`src/rtl/axi4lite_regfile_slave.sv`:
```
// AXI4-Lite slave exposing 2**ADDR_WIDTH byte-strobed registers with independent read/write FSMs.
// Optional: define AXI4LITE_REGFILE_RO_ID_EN to make the top register a read-only ID (SLVERR on write).
module axi4lite_regfile_slave #(
  parameter int unsigned ADDR_WIDTH = 2,
  parameter int unsigned DATA_WIDTH = 8
) (
  input  logic                      s_axi_aclk,
  input  logic                      s_axi_areset,
  input  logic [ADDR_WIDTH-1:0]     s_axi_awaddr,
  input  logic                      s_axi_awvalid,
  output logic                      s_axi_awready,
  input  logic [DATA_WIDTH-1:0]     s_axi_wdata,
  input  logic [DATA_WIDTH/8-1:0]   s_axi_wstrb,
  input  logic                      s_axi_wvalid,
  output logic                      s_axi_wready,
  output logic [1:0]                s_axi_bresp,
  output logic                      s_axi_bvalid,
  input  logic                      s_axi_bready,
  input  logic [ADDR_WIDTH-1:0]     s_axi_araddr,
  input  logic                      s_axi_arvalid,
  output logic                      s_axi_arready,
  output logic [DATA_WIDTH-1:0]     s_axi_rdata,
  output logic [1:0]                s_axi_rresp,
  output logic                      s_axi_rvalid,
  input  logic                      s_axi_rready
);

  localparam int unsigned NUM_REGS   = 2 ** ADDR_WIDTH;
  localparam int unsigned STRB_WIDTH = DATA_WIDTH / 8;

  typedef enum logic [1:0] {W_IDLE, W_COMMIT, W_RESP} w_state_e;
  typedef enum logic {R_IDLE, R_DATA} r_state_e;

  w_state_e r_wstate, w_wstate_next;
  r_state_e r_rstate, w_rstate_next;

  logic [DATA_WIDTH-1:0] r_regs [NUM_REGS];
  logic                  r_aw_held;
  logic                  r_w_held;
  logic [ADDR_WIDTH-1:0] r_awaddr;
  logic [DATA_WIDTH-1:0] r_wdata;
  logic [STRB_WIDTH-1:0] r_wstrb;
  logic [1:0]            r_bresp;
  logic [DATA_WIDTH-1:0] r_rdata;

  logic                  w_aw_hs;
  logic                  w_w_hs;
  logic                  w_ar_hs;
  logic                  w_b_hs;
  logic                  w_r_hs;
  logic                  w_wr_ro;
  logic [DATA_WIDTH-1:0] w_rd_value;

  assign s_axi_awready = (r_wstate == W_IDLE) && !r_aw_held;
  assign s_axi_wready  = (r_wstate == W_IDLE) && !r_w_held;
  assign s_axi_bvalid  = (r_wstate == W_RESP);
  assign s_axi_bresp   = r_bresp;
  assign s_axi_arready = (r_rstate == R_IDLE);
  assign s_axi_rvalid  = (r_rstate == R_DATA);
  assign s_axi_rdata   = r_rdata;
  assign s_axi_rresp   = 2'b00;

  assign w_aw_hs = s_axi_awvalid && s_axi_awready;
  assign w_w_hs  = s_axi_wvalid && s_axi_wready;
  assign w_ar_hs = s_axi_arvalid && s_axi_arready;
  assign w_b_hs  = s_axi_bvalid && s_axi_bready;
  assign w_r_hs  = s_axi_rvalid && s_axi_rready;

`ifdef AXI4LITE_REGFILE_RO_ID_EN
  localparam logic [DATA_WIDTH-1:0] ID_VALUE = {STRB_WIDTH{8'hA5}};
  logic w_rd_ro;
  assign w_wr_ro    = (r_awaddr == {ADDR_WIDTH{1'b1}});
  assign w_rd_ro    = (s_axi_araddr == {ADDR_WIDTH{1'b1}});
  assign w_rd_value = w_rd_ro ? ID_VALUE : r_regs[s_axi_araddr];
`else
  assign w_wr_ro    = 1'b0;
  assign w_rd_value = r_regs[s_axi_araddr];
`endif

  always_ff @(posedge s_axi_aclk or posedge s_axi_areset) begin
    if (s_axi_areset) begin
      r_wstate <= W_IDLE;
      r_rstate <= R_IDLE;
    end else begin
      r_wstate <= w_wstate_next;
      r_rstate <= w_rstate_next;
    end
  end

  // Commit once both channels are held, counting a handshake landing on this same edge.
  always_comb begin
    w_wstate_next = r_wstate;
    unique case (r_wstate)
      W_IDLE: begin
        if ((r_aw_held || w_aw_hs) && (r_w_held || w_w_hs)) begin
          w_wstate_next = W_COMMIT;
        end
      end
      W_COMMIT: w_wstate_next = W_RESP;
      W_RESP: begin
        if (w_b_hs) begin
          w_wstate_next = W_IDLE;
        end
      end
      default: w_wstate_next = W_IDLE;
    endcase
  end

  always_comb begin
    w_rstate_next = r_rstate;
    unique case (r_rstate)
      R_IDLE: begin
        if (w_ar_hs) begin
          w_rstate_next = R_DATA;
        end
      end
      R_DATA: begin
        if (w_r_hs) begin
          w_rstate_next = R_IDLE;
        end
      end
      default: w_rstate_next = R_IDLE;
    endcase
  end

  always_ff @(posedge s_axi_aclk or posedge s_axi_areset) begin
    if (s_axi_areset) begin
      r_aw_held <= 1'b0;
      r_w_held  <= 1'b0;
      r_awaddr  <= '0;
      r_wdata   <= '0;
      r_wstrb   <= '0;
      r_bresp   <= 2'b00;
      r_rdata   <= '0;
      for (int i = 0; i < NUM_REGS; i++) begin
        r_regs[i] <= '0;
      end
    end else begin
      if (w_aw_hs) begin
        r_aw_held <= 1'b1;
        r_awaddr  <= s_axi_awaddr;
      end
      if (w_w_hs) begin
        r_w_held <= 1'b1;
        r_wdata  <= s_axi_wdata;
        r_wstrb  <= s_axi_wstrb;
      end
      if (r_wstate == W_COMMIT) begin
        r_aw_held <= 1'b0;
        r_w_held  <= 1'b0;
        r_bresp   <= w_wr_ro ? 2'b10 : 2'b00;
        if (!w_wr_ro) begin
          for (int b = 0; b < STRB_WIDTH; b++) begin
            if (r_wstrb[b]) begin
              r_regs[r_awaddr][b*8 +: 8] <= r_wdata[b*8 +: 8];
            end
          end
        end
      end
      // Nonblocking update means a same-edge commit is not visible here: pre-write value returned.
      if (w_ar_hs) begin
        r_rdata <= w_rd_value;
      end
    end
  end

endmodule

```
`config.mk`:
```
export PLATFORM = sky130hd
export DESIGN_NAME = axi4lite_regfile_slave
export DESIGN_NICKNAME = d
export VERILOG_FILES = /design/src/rtl/axi4lite_regfile_slave.sv
export SDC_FILE = /design/constraint.sdc
export NUM_CORES = 1
export LEC_CHECK = 0
export ABC_AREA = 1
export BUFFER_PORTS_ARGS = -buffer_cell sky130_fd_sc_hd__buf_2
export CAP_MARGIN = 15
export CELL_PAD_IN_SITES_DETAIL_PLACEMENT = 1
export CELL_PAD_IN_SITES_GLOBAL_PLACEMENT = 1
export CORE_UTILIZATION = 37
export DETAILED_ROUTE_END_ITERATION = 16
export PLACE_DENSITY_LB_ADDON = 0.1
export RECOVER_POWER = 100
export SKIP_CTS_REPAIR_TIMING = 1
export SYNTH_ARGS = -nofsm -noshare
export SYNTH_HDL_FRONTEND = slang
export SYNTH_SLANG_ARGS = --single-unit
```
`constraint.sdc`:
```
create_clock -name s_axi_aclk -period 1.6 [get_ports s_axi_aclk]
set_clock_uncertainty 0.1 [all_clocks]
set_input_delay 0.16 -clock s_axi_aclk [delete_from_list [all_inputs] [get_ports s_axi_aclk]]
set_output_delay 0.16 -clock s_axi_aclk [all_outputs]
set_load 0.01 [all_outputs]
```
==> reports/qor.yml, run 1 <==
outcome: "finished with violations"
violations: "hold timing"
ant_nets: 0
clock_latency_ns: 0.31
path_buf_inv: 2
arrival_ns: 1.23
firstDrtPassIters: 4
cts_root_buf: "clkbuf_8"
critPathSlowestCell: "dfrtp_1"
setup_viol: 0
start_util: 0.387
cts_max_level: 2
crit_chain: "nor2_4 -> inv_1 -> nor2_1 -> buf_2"
path_class: "flip-flop to output pin"
syn_inst: 347
grt_pass1_wl_um: 10800
cts_tree: "yes"
power_mw: 5.32
hpwl_um: 4790
maxSlewViolCount: 0
drc: 0
fin_cells: 492
drive_above_1_share: 0.129
grt.overflow.total: 0
crit_family: "flip-flops"
irDropWorstVdd_v: 0.000574
grt_max_degree: 21
drt-total-wl_um: 6550
drtIter0Drc: 105
hold_viol: 1
ys_seq_area_frac: 0.527
yosysTopAreaCellShare: 0.527
io_pins: 37
synth_area_leader_cell: "dfrtp_1"
grt_setup_unrepaired: "true"
placedCellCount: 473
coreArea_sq_um: 6870
track_usage: 0.191
worstSetupEndpointType: "output pin"
netlist_area_sq_um: 2660
synth.distinct_cells: 19
finalInstanceArea_sq_um: 3180
die_w_um: 86.8
std_cell_rows: 30
num_vias: 2190
cts_buffers: 5
critPathMaxFanout: 4
max_freq_mhz: 672
io_buffers: 32
yosys_warnings: 0
cts.sinks: 56
clockBufferDepth: 2
hold_class: "input pin to flip-flop"
tightest_slew_ns: 0.998
startpoint_type: "flip-flop"
power_density_nw_per_um2: 1670
finalCritPeriodShare: 0.931
ys_ff_latch: 56
place_congestion: 0.742
die-area_sq_um: 7530
post-route-min-period_ns: 1.49
leakagePower_nw: 1.76
dieHeight_um: 86.8
synthTopCellsByArea: "dfrtp_1 (53%), nand2_1 (23%), inv_1 (7.5%)"
clkTransAtPathRegs_ns: 0.11
worst-endpoint-required_ns: 1.34
relSlewSlack: 0.331
cpPeakStageDelay_ns: 0.43
vias_per_cell: 4.45
antennaDiodeCount: 0
grt_pass1_vias: 2161
fin_hold_ws_ns: -0.00316
antenna_found_initial: 0
syn-mean-instance-area_sq_um: 7.67
layout.nets: 415
place_area_sq_um: 2940
maxCapViolCount: 0
synthToLayoutAreaGrowth_pct: 19.4
routedWlPerCell_um: 13.3
==> cell usage after synthesis (all sizes together) <==
cell type / count
a21oi: 4
buf: 10
conb: 1
dfrtp: 56
inv: 55
nand2: 167
nand3: 29
nor2: 12
o211ai: 1
o21ai: 11
or2: 1
==> worst min-delay path, stage by stage <==
cell	delay (ns)
buf_2	0.08
nor2_1	0.03
a21oi_1	0.10
==> layout by cell type, fill, tap and decap left out, types with 4 or more instances in the layout <==
master / n
nand2_1: 164
nand3_1: 25
dlygate4sd3_1: 11
a21oi_1: 4
nor2_1: 6
conb_1: 4
buf_2: 22
dfrtp_1: 56
o21ai_1: 8
nor2_4: 5
clkbuf_1: 11
inv_1: 52
clkbuf_8: 7
==> path summary, 6_finish.rpt <==
check / startpoint / end / slack, ns / depth (start not counted)
max in group asynchronous: s_axi_areset / r_regs[8]$_DFFE_PP0P_ / 0.36 / 4
hold / removal: s_axi_wstrb / r_wstrb$_DFFE_PP0P_ / -0.003 / 3
setup reg to reg: r_wstate[1]$_DFFE_PP0P_ / r_regs[30]$_DFFE_PP0P_ / 0.11 / 7
hold reg to reg: r_regs[12]$_DFFE_PP0P_ / r_regs[12]$_DFFE_PP0P_ / 0.38 / 2
setup / recovery: r_wstate[1]$_DFFE_PP0P_ / s_axi_wready / 0.11 / 4
min in group asynchronous: s_axi_areset / r_regs[30]$_DFFE_PP0P_ / 0.45 / 3
==> cells by family after synthesis <==
| group | Yosys count | share of synthesized area |
|---|---|---|
| simple gates | 209 | 0.335 |
| flops | 56 | 0.527 |
| other cells | 1 | 0.00141 |
| compound gates | 16 | 0.0310 |
| buf+inv | 65 | 0.106 |
==> stage by stage <==
| step | util | worst slack [ns] | TNS [ns] |
|---|---|---|---|
| 3_3_place_gp | 0.428 | 0.193 | 0 |
| 5_1_grt | 0.462 | -0.0164 | -0.0164 |
| 6_report | 0.462 | 0.111 | 0 |
| 4_1_cts | 0.447 | 0.0232 | 0 |
| 3_5_place_dp | 0.428 | 0.134 | 0 |
| 2_1_floorplan | - | 0.419 | 0 |
==> state kept, by name, summed over array words and instances (netlist names) <==
name          cells
r_regs           32
r_wdata           8
s_axi_rdata       8
r_awaddr          2
r_wstate          2
r_aw_held         1
r_w_held          1
r_wstrb           1
s_axi_rvalid      1
==> metal layers <==
layer,vias up,GRT usage,part of all wire
li1,1117,-,-
met4,0,0.0455,0.0090
met1,1042,0.270,0.50
met5,-,0,0
met2,25,0.307,0.47
met3,6,0.0286,0.018
==> layout make-up <==
type / instances / area (sq um)
clock buffers: 7 / 96.3
clock inverters: 1 / 30.0
fillers: 880 / 3690
inverters: 55 / 208
multi-input cells: 229 / 1000
flip-flops and latches: 56 / 1400
well taps: 96 / 120
repair buffers: 48 / 317
==> where the power goes <==
group | switching [mW] | internal (mW)
clock network | 0.490 | 0.554
registers | 0.515 | 2.04
logic | 1.09 | 0.621
No activity file was read; power rests on OpenSTA's default activity.
==> run 2, diff against run 1 <==
--- a/config.mk
+++ b/config.mk
@@ -10,7 +10,8 @@
 export CAP_MARGIN = 15
 export CELL_PAD_IN_SITES_DETAIL_PLACEMENT = 1
 export CELL_PAD_IN_SITES_GLOBAL_PLACEMENT = 1
-export CORE_UTILIZATION = 37
+export CORE_MARGIN = 3
+export CORE_UTILIZATION = 41
 export DETAILED_ROUTE_END_ITERATION = 16
 export PLACE_DENSITY_LB_ADDON = 0.1
 export RECOVER_POWER = 100
==> constraint.sdc (replaced) <==
create_clock -name s_axi_aclk -period 1.5 [get_ports s_axi_aclk]
set_clock_uncertainty 0.1 [all_clocks]
set_input_delay 0.15 -clock s_axi_aclk [delete_from_list [all_inputs] [get_ports s_axi_aclk]]
set_output_delay 0.15 -clock s_axi_aclk [all_outputs]
set_load 0.01 [all_outputs]
==> run 2 against run 1 <==
Net effect: the flow still finishes with violations (hold timing); via count up 1.5%; wire length shrank 1.4%; critical path depth is the same; global-route usage decreased by 0.50 points; critical endpoint unchanged.
==> reports/qor.yml, run 2 (synthesis gave the netlist of run 1 again) <==
cts_buffers: 5  # unchanged
vias_per_cell: 4.69  # +5.3%
leakagePower_nw: 1.75  # -0.60%
maxSlewViolCount: 0  # unchanged
std_cell_rows: 28  # -6.7%
drive_above_1_share: 0.125  # -0.00347
fin_cells: 474  # -3.7%
num_vias: 2222  # +1.5%
grt_max_degree: 22  # +4.8%
cpPeakStageDelay_ns: 0.43  # about the same
relSlewSlack: 0.326  # -0.00509
crit_family: "flip-flops"
dieHeight_um: 86.5  # -0.28%
antennaDiodeCount: 0  # unchanged
regMostFlops: "r_regs"
io_buffers: 32  # unchanged
setup_viol: 0  # unchanged
clkTransAtPathRegs_ns: 0.09  # -0.02 ns
cts.sinks: 56  # unchanged
routedWlPerCell_um: 13.6  # +2.4%
worstSetupEndpointType: "output pin"
grt_pass1_wl_um: 11000  # +1.1%
clock_latency_ns: 0.31  # about the same
cts_max_level: 2  # unchanged
arrival_ns: 1.13  # -0.10 ns
hold_class: "input pin to flip-flop"
crit_chain: "nor2_4 -> inv_1 -> nor2_1 -> clkbuf_2"
ant_nets: 0  # unchanged
critPathSlowestCell: "dfrtp_1"
grt.overflow.total: 0  # unchanged
finalCritPeriodShare: 0.922
cts_root_buf: "clkbuf_8"
layout_commonest_cell: "nand2_1"
violations: "hold timing"
coreArea_sq_um: 6100  # -11%
clockBufferDepth: 2  # unchanged
placedCellCount: 454  # -4.0%
power_mw: 5.40  # +1.6%
synthToLayoutAreaGrowth_pct: 17.7
drc: 0  # unchanged
largest_reg_flops: 32  # unchanged
final_cell_mix: "nand2_1 (164), dfrtp_1 (56), inv_1 (52)"
worst-endpoint-required_ns: 1.25  # -0.09 ns
power_density_nw_per_um2: 1730  # +3.1%
track_usage: 0.186  # -0.00503
tightest_slew_ns: 1.01  # +0.00759 ns
utilization: 0.514  # +0.0513
die-area_sq_um: 7490  # -0.56%
place_congestion: 0.757  # +2.1%
hpwl_um: 4770  # -0.54%
firstDrtPassIters: 4  # unchanged
maxCapViolCount: 0  # unchanged
die_w_um: 86.5  # -0.28%
grt_setup_unrepaired: "false"
irDropWorstVdd_v: 0.000840  # +46%
outcome: "finished with violations"
io_pins: 37  # unchanged
cts_tree: "yes"
path_class: "flip-flop to output pin"
critPathMaxFanout: 3  # -1
grt_pass1_vias: 2337  # +8.1%
drt-total-wl_um: 6460  # -1.4%
hold_viol: 1  # unchanged
layout.nets: 419  # +0.96%
fin_hold_ws_ns: -0.00656  # -0.00339 ns
start_util: 0.436  # +0.0491
post-route-min-period_ns: 1.38
startpoint_type: "flip-flop"
max_freq_mhz: 723
antenna_found_initial: 0  # unchanged
drtIter0Drc: 66  # -37%
path_buf_inv: 2  # unchanged
run 2: per-stage QoR:
step / setup WS (ns) / instance area [sq um] / setup TNS, ns
final: 0.117 / 3130 / 0
after detailed placement: 0.0974 / 2930 / 0
after global placement: 0.196 / 2930 / 0
after global routing: 0.0164 / 3130 / 0
after floorplan: 0.319 / 2680 / 0
after CTS: -0.0316 / 3010 / -0.0515
run 2: final timing paths:
path	from	endpoint	slack, ns	cells after the start
min	s_axi_awvalid	r_wstate[0]$_DFFE_PP0P_	-0.007	3
max reg2reg	r_wstate[1]$_DFFE_PP0P_	r_regs[28]$_DFFE_PP0P_	0.16	7
max	r_wstate[0]$_DFFE_PP0P_	s_axi_wready	0.12	4
min in group asynchronous	s_axi_areset	r_regs[28]$_DFFE_PP0P_	0.44	3
min reg2reg	r_regs[13]$_DFFE_PP0P_	r_regs[13]$_DFFE_PP0P_	0.38	2
max in group asynchronous	s_axi_areset	r_wdata[2]$_DFFE_PP0P_	0.28	4
run 2: worst reg2reg max path: cells and delay by family, from the launching register on:
family / cells / cell delay (ns)
buffers and inverters: 2 / 0.24
flip-flops: 1 / 0.42
AND/OR/NAND/NOR: 5 / 0.50
run 2: power by group:
part / internal, mW / switching, mW / leakage, nW
clock network: 0.320 / 0.481 / 0.0410
logic: 0.695 / 1.17 / 0.992
registers: 2.18 / 0.553 / 0.716
run 2: layer usage:
metal / global-route usage / wire (um)
met1: 0.240 / 2960
met5: 0 / 0
met2: 0.321 / 3230
met3: 0.0314 / 200
met4: 0.0510 / 68
run 2: layout make-up:
class,instances,area [sq um]
inverters,55,208
repair buffers,52,347
multi-input cells,229,1000
flip-flops and latches,56,1400
fillers,804,2970
clock inverters,1,5.00
well taps,75,93.8
clock buffers,6,72.6
==> run 3, diff against run 2 <==
--- a/config.mk
+++ b/config.mk
@@ -5,15 +5,15 @@
 export SDC_FILE = /design/constraint.sdc
 export NUM_CORES = 1
 export LEC_CHECK = 0
-export ABC_AREA = 1
+export ABC_AREA = 0
 export BUFFER_PORTS_ARGS = -buffer_cell sky130_fd_sc_hd__buf_2
 export CAP_MARGIN = 15
 export CELL_PAD_IN_SITES_DETAIL_PLACEMENT = 1
 export CELL_PAD_IN_SITES_GLOBAL_PLACEMENT = 1
 export CORE_MARGIN = 3
-export CORE_UTILIZATION = 41
+export CORE_UTILIZATION = 47
 export DETAILED_ROUTE_END_ITERATION = 16
-export PLACE_DENSITY_LB_ADDON = 0.1
+export PLACE_DENSITY = 0.82
 export RECOVER_POWER = 100
 export SKIP_CTS_REPAIR_TIMING = 1
 export SYNTH_ARGS = -nofsm -noshare
==> run 3 against run 2 <==
Net effect: the run ends with setup timing left; flip-flop and latch count did not move; sequential power rose by 1%; maximum frequency fell by 11%; critical path type is now flip-flop to flip-flop; largest cell class unchanged.
==> reports/qor.yml, run 3 <==
cts.sinks: 56  # unchanged
clock_latency_ns: 0.32  # about the same
synthToLayoutAreaGrowth_pct: 25.1
ys_ff_latch: 56  # unchanged
grt_pass1_wl_um: 8510  # -22%
coreArea_sq_um: 4880  # -20%
routedWlPerCell_um: 19.6  # +44%
fillers: 475  # -41%
die_w_um: 78.4  # -9.4%
largest_reg_flops: 32  # unchanged
layout.nets: 231  # -45%
grt_setup_unrepaired: "true"
synth_area_leader_cell: "dfrtp_1"
synth_edf_count: 0  # unchanged
io_buffers: 32  # unchanged
maxCapViolCount: 0  # unchanged
firstDrtPassIters: 4  # unchanged
fin_setup_tns_ns: -1.16  # -1.16 ns
io_pins: 37  # unchanged
relSlewSlack: 0.502  # +0.176
combinationalPowerShare: 0.371  # +0.025
track_usage: 0.188  # +0.00207
cts_root_buf: "clkbuf_8"
clockBufferDepth: 2  # unchanged
yosys.cell_count.top_type: "dfrtp_1"
dieHeight_um: 78.4  # -9.4%
pwr-share-clk: 0.151  # +0.003
place_congestion: 0.754  # -0.37%
netlist_area_sq_um: 2460  # -7.3%
num_vias: 1479  # -33%
leakagePower_nw: 1.47  # -16%
std_cell_rows: 25  # -11%
setup_viol: 35  # +35
utilization: 0.632  # +0.119
drt-total-wl_um: 5470  # -15%
arrival_ns: 1.67  # +0.54 ns
grt.overflow.total: 0  # unchanged
die-area_sq_um: 6150  # -18%
path_class: "flip-flop to flip-flop"
p_sw_frac: 0.323  # -0.0857
post-route-min-period_ns: 1.56  # +0.178 ns
regMostFlops: "r_regs"
drive_above_1_share: 0.590  # +0.464
violations: "setup timing"
hold_viol: 0  # -1
grt_max_degree: 57  # +160%
fin_ws_ns: -0.0607  # -0.178 ns
power.switching_mw: 1.87  # -15%
vias_per_cell: 5.30  # +13%
hold_start: "s_axi_bready"
critPathLaunch: "r_wstate[0]$_DFFE_PP0P_"
r2r_slack_ns: -0.06  # -0.22 ns
synthTopCellsByCount: "dfrtp_1 (56), mux2_2 (35), mux2_4 (16)"
power_frac_seq: 0.478  # -0.028
yosys_warnings: 0  # unchanged
max_freq_mhz: 641  # -11%
start_util: 0.505  # +0.0688
syn-mean-instance-area_sq_um: 16.4  # +110%
dp_slack_ns: -0.0668  # -0.164 ns
ant_nets: 0  # unchanged
yosysTopAreaCellShare: 0.569  # +0.0417
outcome: "finished with violations"
antennaDiodeCount: 0  # unchanged
grt_pass1_vias: 1628  # -30%
hpwl_um: 3830  # -20%
p_int_mw: 3.92  # +23%
ys_seq_area_frac: 0.569  # +0.0417
power_density_nw_per_um2: 1880  # +8.8%
tightest_slew_ns: 0.747  # -0.258 ns
cts_buffers: 5  # unchanged
cts_max_level: 2  # unchanged
async_reset_ff_frac: 1.00  # unchanged
critPathMaxFanout: 8  # +5
clkTransAtPathRegs_ns: 0.10  # about the same
finalCritPeriodShare: 1.04  # +0.119
syn_inst: 150  # -57%
drtIter0Drc: 76  # +15%
synth-main-ff-cell: "dfrtp_1"
synthTopCellsByArea: "dfrtp_1 (57%), mux2_2 (16%), mux2_4 (9.7%)"
r2r_start: "r_wstate[0]$_DFFE_PP0P_"
cts_tree: "yes"
synth.distinct_cells: 22  # +3
startpoint_type: "flip-flop"
antenna_found_initial: 0  # unchanged
irDropWorstVdd_v: 0.000995  # +18%
worstSetupEndpointType: "flip-flop"
final_cell_mix: "dfrtp_1 (55), buf_2 (30), mux2_2 (27)"
hold_class: "input pin to flip-flop"
maxSlewViolCount: 0  # unchanged
worst-endpoint-required_ns: 1.61  # +0.36 ns
layout_commonest_cell: "dfrtp_1"
drc: 0  # unchanged
run 3: cell count changes after synthesis, moves of 3 or more:
cell     delta
o21ai_1     -8
nand2_2     -3
nor2_4      -4
nand2_1   -162
mux2_4     +16
nand3_1    -27
mux4_2      +8
inv_1      -49
mux2_2     +35
run 3: critical path, stage by stage (launching register included):
cell and delay (ns):
dfrtp_1 0.42, nor2b_4 0.21, and4bb_1 0.27, buf_12 0.16, mux2_4 0.30
run 3: layout make-up:
class                      count  area (sq um)  area share
clock buffer                   5          68.8      0.0223
clock inverter                 3          27.5     0.00892
inverter                       4          18.8     0.00609
multi-input combinational     83          1030       0.335
sequential                    56          1400       0.455
tap                           67          83.8      0.0272
timing repair buffer          61           448       0.145
run 3: cells by family (layout without fill, tap and decap cells):
family	after synthesis	count (layout)	share of synthesized area
buf+inv	14	73	0.0391
compound gates	4	4	0.00964
simple gates	16	16	0.0508
other cells	1	4	0.00152
flops	56	56	0.569
mux	59	59	0.330
run 3: through the flow:
step	instances	power [mW]	area, sq um	hold WS, ns
6_report	279	5.79	3080	0.00445
3_5_place_dp	257	4.74	2800	0.151
2_1_floorplan	153	3.98	2490	0.130
3_3_place_gp	257	4.50	2800	0.140
5_1_grt	279	6.15	3080	0.0170
4_1_cts	265	5.61	2900	-0.206
run 3: path summary, 6_finish.rpt:
check	to	cells after the start
max in group asynchronous	r_wstate[1]$_DFFE_PP0P_	4
max	r_regs[25]$_DFFE_PP0P_	4
max reg2reg	r_regs[25]$_DFFE_PP0P_	4
min in group asynchronous	r_wstate[0]$_DFFE_PP0P_	4
min	r_wstate[1]$_DFFE_PP0P_	3
min reg2reg	s_axi_rdata[0]$_DFFE_PP0P_	1
run 3: metal layers:
layer	vias up	part of all wire	track usage	wire, um
met5	-	0	0	0
met4	0	0.014	0.0682	74
met3	8	0.043	0.0539	235
met2	38	0.55	0.329	3020
met1	777	0.39	0.220	2140
li1	656	-	-	-
run 3: power by group through the flow:
stage               sequential [mW]  clock (mW)  combinational (mW)
floorplan                      2.65           0                1.33
global placement               2.67           0                1.83
detailed placement             2.78           0                1.96
CTS                            2.74       0.900                1.97
global route                   2.86       0.980                2.31
finish                         2.77       0.876                2.15
